[src/rtl/all_gates_2x1_mux_mux2.sv]
// rtl/all_gates_2x1_mux_mux2.sv - combinational 2:1 multiplexer primitive
module mux2 (
    input  logic d0,
    input  logic d1,
    input  logic sel,
    output logic y
);

    assign y = sel ? d1 : d0;

endmodule

[src/rtl/all_gates_2x1_mux.sv]
// rtl/all_gates_2x1_mux.sv - seven two-input gate functions built only from mux2, registered
module all_gates_2x1_mux (
    input  logic clk,
    input  logic rst_n,
    input  logic a,
    input  logic b,
    output logic y_and,
    output logic y_or,
    output logic y_not,
    output logic y_nand,
    output logic y_nor,
    output logic y_xor,
    output logic y_xnor
);

    logic w_nb;
    logic w_and;
    logic w_or;
    logic w_not;
    logic w_nand;
    logic w_nor;
    logic w_xor;
    logic w_xnor;

    logic r_and;
    logic r_or;
    logic r_not;
    logic r_nand;
    logic r_nor;
    logic r_xor;
    logic r_xnor;

    // Inverted b is shared by the NAND/NOR/XOR/XNOR data inputs.
    mux2 u_nb   (.d0(1'b1), .d1(1'b0), .sel(b), .y(w_nb));

    mux2 u_and  (.d0(1'b0), .d1(b),    .sel(a), .y(w_and));
    mux2 u_or   (.d0(b),    .d1(1'b1), .sel(a), .y(w_or));
    mux2 u_not  (.d0(1'b1), .d1(1'b0), .sel(a), .y(w_not));
    mux2 u_nand (.d0(1'b1), .d1(w_nb), .sel(a), .y(w_nand));
    mux2 u_nor  (.d0(w_nb), .d1(1'b0), .sel(a), .y(w_nor));
    mux2 u_xor  (.d0(b),    .d1(w_nb), .sel(a), .y(w_xor));
    mux2 u_xnor (.d0(w_nb), .d1(b),    .sel(a), .y(w_xnor));

    // Reset clears every output, including the ones that read 1 for a=b=0.
    always_ff @(posedge clk) begin
        if (!rst_n) begin
            r_and  <= 1'b0;
            r_or   <= 1'b0;
            r_not  <= 1'b0;
            r_nand <= 1'b0;
            r_nor  <= 1'b0;
            r_xor  <= 1'b0;
            r_xnor <= 1'b0;
        end else begin
            r_and  <= w_and;
            r_or   <= w_or;
            r_not  <= w_not;
            r_nand <= w_nand;
            r_nor  <= w_nor;
            r_xor  <= w_xor;
            r_xnor <= w_xnor;
        end
    end

    assign y_and  = r_and;
    assign y_or   = r_or;
    assign y_not  = r_not;
    assign y_nand = r_nand;
    assign y_nor  = r_nor;
    assign y_xor  = r_xor;
    assign y_xnor = r_xnor;

endmodule

[config.mk]
export PLATFORM = sky130hd
export DESIGN_NAME = all_gates_2x1_mux
export DESIGN_NICKNAME = d
export VERILOG_FILES = /design/src/rtl/all_gates_2x1_mux_mux2.sv /design/src/rtl/all_gates_2x1_mux.sv
export SDC_FILE = /design/constraint.sdc
export NUM_CORES = 1
export LEC_CHECK = 0
export ABC_AREA = 0
export CORE_AREA = 4 4 41 43
export CTS_BUF_LIST = sky130_fd_sc_hd__clkbuf_8 sky130_fd_sc_hd__clkbuf_16
export DETAILED_ROUTE_END_ITERATION = 6
export DIE_AREA = 0 0 45 47
export PLACE_DENSITY_LB_ADDON = 0.12
export SYNTH_ARGS = -nofsm -noshare
export SYNTH_HDL_FRONTEND = slang
export SYNTH_SLANG_ARGS = --single-unit
[constraint.sdc]
create_clock -name clk -period 0.8 [get_ports clk]
set_input_delay 0.08 -clock clk [delete_from_list [all_inputs] [get_ports clk]]
set_output_delay 0.08 -clock clk [all_outputs]
set_load 0.05 [all_outputs]
======== Word-level counts from Yosys, hierarchy flattened ========
Cells that the tools add are included.
operators by class
  mux-type cells .......................... 6
  divide/modulo/power cells ............... 0
  $lt $le $gt $ge ......................... 0
  multiply operators ...................... 0
  reduce and logical (&&, ||, !) cells .... 2
  shift operators ......................... 0
  bitwise logic cells ..................... 1
  eq/ne operators ......................... 0
  add/sub/neg operators ................... 0
operator list
  cell                 count
  two-way mux 1 bit    6
  AND reduction 2 bit  1
  OR reduction 2 bit   1
  inverter 1 bit       1
storage, ports and cells
  ROM bits ................................ 0
  memories ................................ 0
  latch bits .............................. 0
  flip-flop bits (word level) ............. 7
  input port bits ......................... 4
  RAM bits ................................ 0

======== Longest topological paths before layout ========
  depth after elaboration ................. 2
  depth in mapped cells ................... 3
  depth with buffers taken out ............ 3

======== Hierarchy ========
Synthesis repeated with hierarchy kept, for this count alone.
unflattened totals
  cells, all modules ...................... 24
  area total of the unflattened synthesis .. 311.5 sq um
by module, submodules not included
  module             area each (sq um)  times used  seq. area each (sq um)  cells each
  all_gates_2x1_mux  191.4              1           140.1                   16
  mux2               15.0               8           0.0                     1

======== Least setup slack after synthesis ========
Ideal clock, no wire load.
  kind .................................... register -> output
  start point ............................. register r_and, in the netlist y_and
  end point ............................... output port y_and
  required time ........................... 720 ps
  stages on the path, launching flop included .. 1
  setup slack ............................. 133 ps
  path buffers ............................ 0
  arrival time ............................ 587 ps
  cell sequence ........................... dfxtp_1
RTL lines
  item                    RTL line                 RTL
  start, declared         all_gates_2x1_mux.sv:25  logic r_and;
  start signal, assigned  all_gates_2x1_mux.sv:55  r_and <= w_and;
  end, declared           all_gates_2x1_mux.sv:7   output logic y_and,
No word-level cell between the ends.

======== Worst setup path in the final report ========
  start point ............................. register r_xor, in the netlist y_xor
  end point ............................... output port y_xor
RTL lines
  item                    RTL line                 RTL
  start, declared         all_gates_2x1_mux.sv:30  logic r_xor;
  start signal, assigned  all_gates_2x1_mux.sv:60  r_xor <= w_xor;
  end, declared           all_gates_2x1_mux.sv:12  output logic y_xor,
No word-level cell between the ends.

==> flow_summary.ini <==
[cts]
holdBufCountCts = 0
clkTransAtPathRegs_ns = 0.04
cts_max_level = 1
cts_max_path_buffers = 2
cts_setup_buffers = 0
cts_tree = built
clock_sinks = 7
cts_buffers = 3
cts_root_buffer = clkbuf_8

[sta]
worst_slew_pin_slew_ns = 0.159
hold_violations = 0
final.period_utilization_pct = 95.7
hold_ws_ns = 0.266
period_minus_slack_ns = 0.766
max_freq_ghz = 1.31
fin_setup_tns_ns = 0
relSlewSlack_pct = 89.4
fin_ws_ns = 0.0343
rsz0062_at_grt = no
maxSlewViolCount = 0
setup_viol = 0

[setup_path]
slowest_stage = dfxtp_2
crit_family = flip-flops
path_max_fanout = 1
cp-end-kind = output port
cp_data_required_time_ns = 0.72
critical-path-max-stage-delay_ns = 0.33
path_cells = buf_12
criticalPathCategory = flip-flop to output port
cp.arrival_ns = 0.69
worst-path-buf-inv = 1
cp-start-kind = flip-flop

[finish]
fillerInstances = 144
multi_input_area_sq_um = 75.1
final_net_count = 41
final_cell_area_sq_um = 478
regArea_sq_um = 149
stdcell_count = 49
area_growth_pct = 115
mostFrequentLayoutCells = buf_12, dfxtp_2, nor2b_1
drive_gt1_share_pct = 58.8
post-route-util_pct = 36.7
n_antenna_cell = 0

[global_routing]
grt_pass1_wl_um = 572
gr-total-overflow = 0
grt_max_degree = 8
grt_pass1_vias = 168
track_usage_pct = 4.90
grt_antenna_before_repair = 0

[synth]
netlist_area_sq_um = 223
synth_cell_type_count = 7
synth_nets = 24
synth_seq_cells = 7
syn_inst = 18
avgSynthCellArea_sq_um = 12.4
ys_warn_count = 0
ys_seq_area_share_pct = 62.9

[flow_run]
cap_violations = 0

[placement]
dpl_cell_area_sq_um = 427
place_ws_ns = -0.376
dpl.cell_count = 45
hpwl_um = 308
gp_congestion = 0.722
buffer_ports.inserted = 10

[floorplan]
core_area_sq_um = 1300
die_height_um = 47
dieArea_sq_um = 2120
die_width_um = 45
initial_core_util_pct = 17.1
rows = 13
ios = 11

[routing]
drt_wl_total_um = 364
first_iter_violations = 2
num_vias = 170
ant_nets = 0
wl_per_cell_um = 7.43
vias_per_cell = 3.47
drc = 0
drtPass1Iterations = 2

[run_status]
outcome = completed

[pwr]
powerDensity_nw_per_um2 = 2250
total_power_mw = 1.07
ir_drop_uv = 703
leakagePower_nw = 0.219

[min_path]
min_path_type = input pin to flip-flop
## state kept, by name, indices dropped and copies added (netlist names)
signal  count
y_xnor      1
y_xor       1
y_and       1
y_nand      1
y_not       1
y_nor       1
y_or        1
## final cells by class
cell class	count	share of cell area, %
inverter	2	1.57
multi-input combinational	9	15.7
clock buffer	3	8.64
tap	15	3.93
sequential	7	31.2
clock inverter	1	0.785
timing repair buffer	12	38.2
## logic make-up (layout without fill, tap and decap cells)
group         Yosys count  in the layout  share of synthesized area [%]
buf+inv                 2             18                           3.37
fa+ha+maj               2              2                           11.2
flops                   7              7                           62.9
simple gates            7              7                           22.5
## layer usage
metal | vias to the layer above | track usage, % | routed length (um)
met1 | 71 | 2.96 | 106
met5 | - | 0 | 0
met3 | 4 | 2.30 | 40
met4 | 0 | 12.3 | 39
met2 | 9 | 6.21 | 178
li1 | 86 | - | -
## path summary, 6_finish.rpt
| path | slack, ns | endpoint | cells past startpoint | start |
|---|---|---|---|---|
| setup / recovery | 0.03 | y_xor | 1 | y_xor |
| hold / removal | 0.27 | y_nor | 3 | b |
## what timing repair did
item | CTS | global route
setup endpoints to repair | 4 | 5
pin swaps | 1 | 0
gates resized for setup | 4 | 5
## cells in the mapped netlist
| cell type | count | area share, % |
|---|---|---|
| nor3b_2 | 1 | 5.6 |
| and2_1 | 1 | 2.8 |
| nor2b_1 | 4 | 11 |
| ha_1 | 2 | 11 |
| and3_1 | 1 | 2.8 |
| dfxtp_1 | 7 | 63 |
| inv_1 | 2 | 3.4 |
## power by group
group / switching, mW / total, mW / internal [mW]
Sequential: 0.0164 / 0.394 / 0.377
Clock: 0.139 / 0.470 / 0.330
Combinational: 0.102 / 0.211 / 0.109
No activity file was read; power rests on OpenSTA's default activity.
